<file path="src/rtl/beep_pkg.sv">
// Shared constants for the buzzer pattern sequencer.
package beep_pkg;

  // Request modes; code 3 is reserved and decoded as a click.
  localparam logic [1:0] MODE_CLICK = 2'd0;
  localparam logic [1:0] MODE_CHIME = 2'd1;
  localparam logic [1:0] MODE_ALARM = 2'd2;

  // Sequencer state encoding.
  localparam logic [1:0] ST_IDLE = 2'd0;
  localparam logic [1:0] ST_ON   = 2'd1;
  localparam logic [1:0] ST_OFF  = 2'd2;
  localparam logic [1:0] ST_GAP  = 2'd3;

  // Pattern segment lengths in timing units, and alarm group size.
  localparam int unsigned CLICK_ON    = 1;
  localparam int unsigned CHIME_ON    = 2;
  localparam int unsigned CHIME_OFF   = 2;
  localparam int unsigned ALARM_ON    = 1;
  localparam int unsigned ALARM_OFF   = 1;
  localparam int unsigned ALARM_BEEPS = 4;
  localparam int unsigned ALARM_GAP   = 4;

  // Width of the per-segment unit counter; must hold the longest segment.
  localparam int unsigned SEG_W = 3;

endpackage

</file>
<file path="src/rtl/beep_tone_gen.sv">
// Square-wave tone divider: toggles every HALF cycles while running.
module beep_tone_gen #(
  parameter int unsigned HALF = 1
) (
  input  logic clk,
  input  logic rst,
  input  logic restart,
  input  logic run,
  output logic tone
);

  localparam int unsigned PH_W = (HALF > 1) ? $clog2(HALF) : 1;

  logic [PH_W-1:0] phase_q, phase_d;
  logic            tone_q, tone_d;

  // Restart starts a fresh high half-period; otherwise advance only while running.
  always_comb begin
    phase_d = phase_q;
    tone_d  = tone_q;
    if (restart) begin
      phase_d = '0;
      tone_d  = 1'b1;
    end else if (run) begin
      if (phase_q == PH_W'(HALF - 1)) begin
        phase_d = '0;
        tone_d  = ~tone_q;
      end else begin
        phase_d = phase_q + PH_W'(1);
      end
    end
  end

  // Phase and tone registers.
  always_ff @(posedge clk) begin
    if (rst) begin
      phase_q <= '0;
      tone_q  <= 1'b0;
    end else begin
      phase_q <= phase_d;
      tone_q  <= tone_d;
    end
  end

  assign tone = tone_q;

endmodule

</file>
<file path="src/rtl/beep_sequencer.sv">
// Buzzer pattern sequencer: click, N-beep chime and repeating alarm.
module beep_sequencer
  import beep_pkg::*;
#(
  parameter int unsigned CLK_HZ  = 50_000_000,
  parameter int unsigned TONE_HZ = 2_000,
  parameter int unsigned UNIT_MS = 100,
  parameter int unsigned CNT_W   = 4
) (
  input  logic             clk,
  input  logic             rst,
  input  logic             beep_enabled,
  input  logic             req_valid,
  output logic             req_ready,
  input  logic [1:0]       req_mode,
  input  logic [CNT_W-1:0] req_count,
  input  logic             stop,
  output logic             busy,
  output logic             beep_port
);

  localparam int unsigned HALF   = CLK_HZ / (2 * TONE_HZ);
  localparam int unsigned UNIT   = (CLK_HZ / 1000) * UNIT_MS;
  localparam int unsigned UNIT_W = (UNIT > 1) ? $clog2(UNIT) : 1;
  localparam int unsigned BEAT_W = (CNT_W > 2) ? CNT_W : 2;

  // Reject configurations where a unit cannot hold a full tone period.
  generate
    if (HALF < 1 || UNIT < 2 * HALF) begin : g_bad_cfg
      $error("beep_sequencer: illegal CLK_HZ/TONE_HZ/UNIT_MS combination");
    end
  endgenerate

  logic [1:0]        state_q, state_d;
  logic [1:0]        mode_q, mode_d;
  logic [UNIT_W-1:0] unit_q, unit_d;
  logic [SEG_W-1:0]  seg_q, seg_d;
  logic [BEAT_W-1:0] beat_q, beat_d;
  logic              ready_q, ready_d;
  logic              busy_q, busy_d;
  logic              beep_port_q, beep_port_d;

  logic [1:0]        req_mode_n;
  logic [SEG_W-1:0]  seg_units;
  logic              unit_end, seg_end;
  logic              tone, tone_restart, tone_run;

  // Reserved mode code decodes as a click.
  assign req_mode_n = (req_mode == MODE_CHIME || req_mode == MODE_ALARM) ? req_mode : MODE_CLICK;

  // Length in units of the segment currently being timed.
  always_comb begin
    seg_units = SEG_W'(1);
    case (state_q)
      ST_ON:   seg_units = (mode_q == MODE_CHIME) ? SEG_W'(CHIME_ON)
                         : (mode_q == MODE_ALARM) ? SEG_W'(ALARM_ON) : SEG_W'(CLICK_ON);
      ST_OFF:  seg_units = (mode_q == MODE_CHIME) ? SEG_W'(CHIME_OFF) : SEG_W'(ALARM_OFF);
      ST_GAP:  seg_units = SEG_W'(ALARM_GAP);
      default: seg_units = SEG_W'(1);
    endcase
  end

  assign unit_end = (unit_q == UNIT_W'(UNIT - 1));
  assign seg_end  = unit_end && (seg_q == seg_units - SEG_W'(1));

  // Next-state, timers and beep counter; stop overrides everything.
  always_comb begin
    state_d = state_q;
    mode_d  = mode_q;
    unit_d  = unit_q;
    seg_d   = seg_q;
    beat_d  = beat_q;
    if (stop) begin
      state_d = ST_IDLE;
      mode_d  = MODE_CLICK;
      unit_d  = '0;
      seg_d   = '0;
      beat_d  = '0;
    end else if (state_q == ST_IDLE) begin
      if (req_valid) begin
        state_d = ST_ON;
        mode_d  = req_mode_n;
        unit_d  = '0;
        seg_d   = '0;
        if (req_mode_n == MODE_CHIME)
          beat_d = (req_count == '0) ? BEAT_W'(1) : BEAT_W'(req_count);
        else
          beat_d = '0;
      end
    end else if (seg_end) begin
      unit_d = '0;
      seg_d  = '0;
      case (state_q)
        ST_ON: begin
          if (mode_q == MODE_ALARM) begin
            state_d = ST_OFF;
          end else if (mode_q == MODE_CHIME && beat_q != BEAT_W'(1)) begin
            state_d = ST_OFF;
            beat_d  = beat_q - BEAT_W'(1);
          end else begin
            state_d = ST_IDLE;
            beat_d  = '0;
          end
        end
        ST_OFF: begin
          if (mode_q == MODE_ALARM && beat_q == BEAT_W'(ALARM_BEEPS - 1)) begin
            state_d = ST_GAP;
            beat_d  = '0;
          end else begin
            state_d = ST_ON;
            if (mode_q == MODE_ALARM) beat_d = beat_q + BEAT_W'(1);
          end
        end
        default: state_d = ST_ON;
      endcase
    end else if (unit_end) begin
      unit_d = '0;
      seg_d  = seg_q + SEG_W'(1);
    end else begin
      unit_d = unit_q + UNIT_W'(1);
    end
  end

  // Tone restarts on each entry into ON and only advances while ON.
  assign tone_restart = (state_d == ST_ON) && (state_q != ST_ON);
  assign tone_run     = (state_q == ST_ON);

  beep_tone_gen #(
    .HALF (HALF)
  ) u_tone (
    .clk     (clk),
    .rst     (rst | stop),
    .restart (tone_restart),
    .run     (tone_run),
    .tone    (tone)
  );

  // Registered handshake/status and gated buzzer drive.
  always_comb begin
    ready_d     = (state_d == ST_IDLE);
    busy_d      = (state_d != ST_IDLE);
    beep_port_d = (state_q == ST_ON) & tone & beep_enabled & ~stop;
  end

  // State and output registers.
  always_ff @(posedge clk) begin
    if (rst) begin
      state_q     <= ST_IDLE;
      mode_q      <= MODE_CLICK;
      unit_q      <= '0;
      seg_q       <= '0;
      beat_q      <= '0;
      ready_q     <= 1'b1;
      busy_q      <= 1'b0;
      beep_port_q <= 1'b0;
    end else begin
      state_q     <= state_d;
      mode_q      <= mode_d;
      unit_q      <= unit_d;
      seg_q       <= seg_d;
      beat_q      <= beat_d;
      ready_q     <= ready_d;
      busy_q      <= busy_d;
      beep_port_q <= beep_port_d;
    end
  end

  assign req_ready = ready_q;
  assign busy      = busy_q;
  assign beep_port = beep_port_q;

endmodule

</file>
<file path="config.mk">
export PLATFORM = sky130hd
export DESIGN_NAME = beep_sequencer
export DESIGN_NICKNAME = d
export VERILOG_FILES = /design/src/rtl/beep_pkg.sv /design/src/rtl/beep_tone_gen.sv /design/src/rtl/beep_sequencer.sv
export SDC_FILE = /design/constraint.sdc
export NUM_CORES = 1
export LEC_CHECK = 0
export CAP_MARGIN = 20
export CORE_ASPECT_RATIO = 1.2
export CORE_UTILIZATION = 39
export DETAILED_ROUTE_END_ITERATION = 12
export GPL_TIMING_DRIVEN = 0
export SLEW_MARGIN = 20
export SYNTH_ARGS = -nofsm -noshare
export SYNTH_HDL_FRONTEND = slang
export SYNTH_SLANG_ARGS = --single-unit
</file>
<file path="constraint.sdc">
create_clock -name clk -period 5.9 [get_ports clk]
set_clock_uncertainty 0.05 [all_clocks]
set_input_delay 1.18 -clock clk [delete_from_list [all_inputs] [get_ports clk]]
set_output_delay 1.18 -clock clk [all_outputs]
set_load 0.05 [all_outputs]
</file>
==> impl_metrics.toml <==
[outcome]
status = "complete, no violations"

[timing]
tightest_slew_ns = 0.931
drv_slew = 0
finalCritPeriodShare = 0.505
finalHoldViolCount = 0
rsz0062_at_grt = "false"
min_period_ns = 2.98
finalSetupViolations = 0
clock.fmax_ghz = 0.336
slew_headroom = 0.363
finalSetupTns_ns = 0

[final_layout]
synthToLayoutAreaGrowth_pct = 11.6
final_cell_area_mm2 = 0.00341
drive_gt1_frac = 0.0582
diodes = 0
fin_nets = 417
utilization = 0.447

[synth]
syn_avg_cell_area_um2 = 8.16
yosys.area.top_type = "dfxtp_1"
ys_warn_count = 0
synth-main-ff-cell = "dfxtp_1"
ys_ff_latch = 52
async_flop_share = 0
yosys.area_share.simple = 0.274
synth_cells = 374
ys_types = 56
seq_area_frac_synth = 0.341
synthAdderAreaFrac = 0.0492
ys_top_cells_by_area = "dfxtp_1 (34%), a21oi_1 (6.1%), ha_1 (4.9%)"
synth_nets = 397
synthMuxAreaShare = 0.0139
synth_compound_area_frac = 0.238
synth-xor-area-share = 0.0488
synth_edf_count = 0
synth_top_family_by_area = "simple AND/OR/NAND/NOR gates"
syn-cell-area_mm2 = 0.00305
synth_top_area_frac = 0.341

[cts]
clkTransAtPathRegs_ns = 0.09
htreeDepth = 2
clk_latency_ns = 0.30
cts_resized = 0
cts_inserted_buffers = 5
cts_setup_buffers = 0
cts_hold_buf = 0
cts.sinks = 52
clockBufferDepth = 2
cts_root_buf = "clkbuf_8"
cts_tree = "yes"

[routing]
drc = 0
ant_nets = 0
wl_met1_mm = 3.49
drt_iter0_drc = 125
wl_met2_mm = 3.52
wl_met3_um = 274
avgViaCountPerCell = 5.84
wl_mm = 7.36
avgRoutedWirePerCell_um = 15.1
dr.pass1.iters = 6
top_layer = "met4"
vias = 2842

[global_routing]
grt_pass1_wl_mm = 12.5
grt_usage = 0.196
antenna_found_initial = 0
grt_max_degree = 16
grt_pass1_vias = 2621
grt_overflow = 0

[critical_path]
path_cells = "inv_1 > ha_1 > nand3b_1 > xnor2_1 > or3_1 > a211oi_1 > mux2_2 > buf_2 > a211oi_1"
slowest_stage = "dfxtp_1"
cpPeakStageDelay_ns = 0.48
cp-end-kind = "register"
path_common_cell = "a211oi_1"
cp_max_fo = 10
required_ns = 6.06
arrival_ns = 3.14
startpoint_type = "register"
critical_path_class = "reg2reg"

[placed_design]
io_buffers = 13
placed_area_mm2 = 0.00330
hpwl_mm = 5.31
globalplace.congestion = 0.833

[power_and_ir_drop]
leakagePower_nw = 1.13
ir_worst_vdd_mv = 0.109
p_per_area_mw_per_mm2 = 197

[floorplan]
dieHeight_um = 98.9
num_io_pins = 14
core-area_mm2 = 0.00762
dieArea_mm2 = 0.00819
die_x_um = 82.8
rows = 35
initial_core_util = 0.401

[flow_run]
drv_cap = 0

[hold_path]
hp-class = "reg2reg"
-- cells in the mapped netlist, types with 4 or more instances --
cell type	count
nor2_1	31
and4_1	4
nand3b_1	4
dfxtp_1	52
nor3_1	13
a211oi_1	13
or3_1	7
nand3_1	16
and3_1	7
nor3b_1	6
a31oi_1	6
clkbuf_1	11
inv_1	8
ha_1	12
xor2_1	9
a21oi_1	37
xnor2_1	8
nand4_1	7
nor4_1	4
nand2_1	31
a311oi_1	5
nand2b_1	4
o21ai_0	25
-- routing by layer --
| layer | global-route usage | vias to the layer above |
|---|---|---|
| li1 | - | 1440 |
| met1 | 0.255 | 1346 |
| met2 | 0.327 | 52 |
| met3 | 0.0306 | 4 |
| met4 | 0.0544 | 0 |
| met5 | 0 | - |
-- stage by stage --
step	hold WS (ns)	worst slack (ns)	power (mW)	std cells
CTS	0.444	2.92	0.683	487
finish	0.442	2.92	0.672	487
floorplan	0.403	3.26	0.409	374
global placement	0.429	2.78	0.434	479
global route	0.470	2.68	0.700	487
detailed placement	0.429	2.76	0.434	479
-- report_power, final --
| group | internal [mW] | switching, mW |
|---|---|---|
| sequential | 0.354 | 0.00402 |
| clock | 0.126 | 0.119 |
| combinational | 0.0252 | 0.0430 |
-- worst max-delay path, delay by kind of cell (launching register included) --
family,cells,cell delay (ns)
compound gates,2,0.63
xor+xnor,1,0.13
fa+ha+maj,1,0.36
buf+inv,2,0.32
flops,1,0.48
mux,1,0.44
simple gates,2,0.49
-- state kept, by name (all words and copies together) (netlist names) --
register,flops
unit_q,23
u_tone.phase_q,14
beat_q,4
seg_q,3
mode_q,2
state_q,2
beep_port,1
busy,1
req_ready,1
u_tone.tone,1
-- layout make-up --
class,count,area (um^2)
timing repair buffer,13,130
clock buffer,6,72.6
inverter,8,30.0
tap,92,115
buffer,16,76.3
multi-input combinational,298,1910
sequential,52,1040
clock inverter,2,35.0
fill,779,4210
-- final timing paths --
check                           startpoint           endpoint  slack [ns]  cells after the start
worst max-delay path            state_q[0]  u_tone.phase_q[7]        2.92                      9
worst min-delay path            unit_q[22]         unit_q[22]        0.44                      2
worst max register to register  state_q[0]  u_tone.phase_q[7]        2.92                      9
worst min register to register  unit_q[22]         unit_q[22]        0.44                      2
-- cells by family after synthesis --
kind of cell | Yosys count
xor+xnor | 17
simple gates | 153
mux | 4
buf+inv | 24
fa+ha+maj | 12
compound gates | 112
flops | 52
-- cells in the final DEF (no fill, tap or decap), types with 4 or more instances in the layout --
cell	netlist	layout
dfxtp_1	52	52
a21oi_1	37	37
nor2_1	31	31
nand2_1	31	31
o21ai_0	25	25
nand3_1	16	16
nor3_1	13	13
a211oi_1	13	13
clkdlybuf4s50_1	0	13
clkbuf_1	11	12
ha_1	12	12
xor2_1	9	9
inv_1	8	8
xnor2_1	8	8
and3_1	7	7
or3_1	7	7
nand4_1	7	7
nor3b_1	6	6
a31oi_1	6	6
a311oi_1	5	5
clkbuf_8	0	5
nand2b_1	4	4
nor4_1	4	4
nand3b_1	4	4
and4_1	4	4
(Power assumes the default switching activity.)
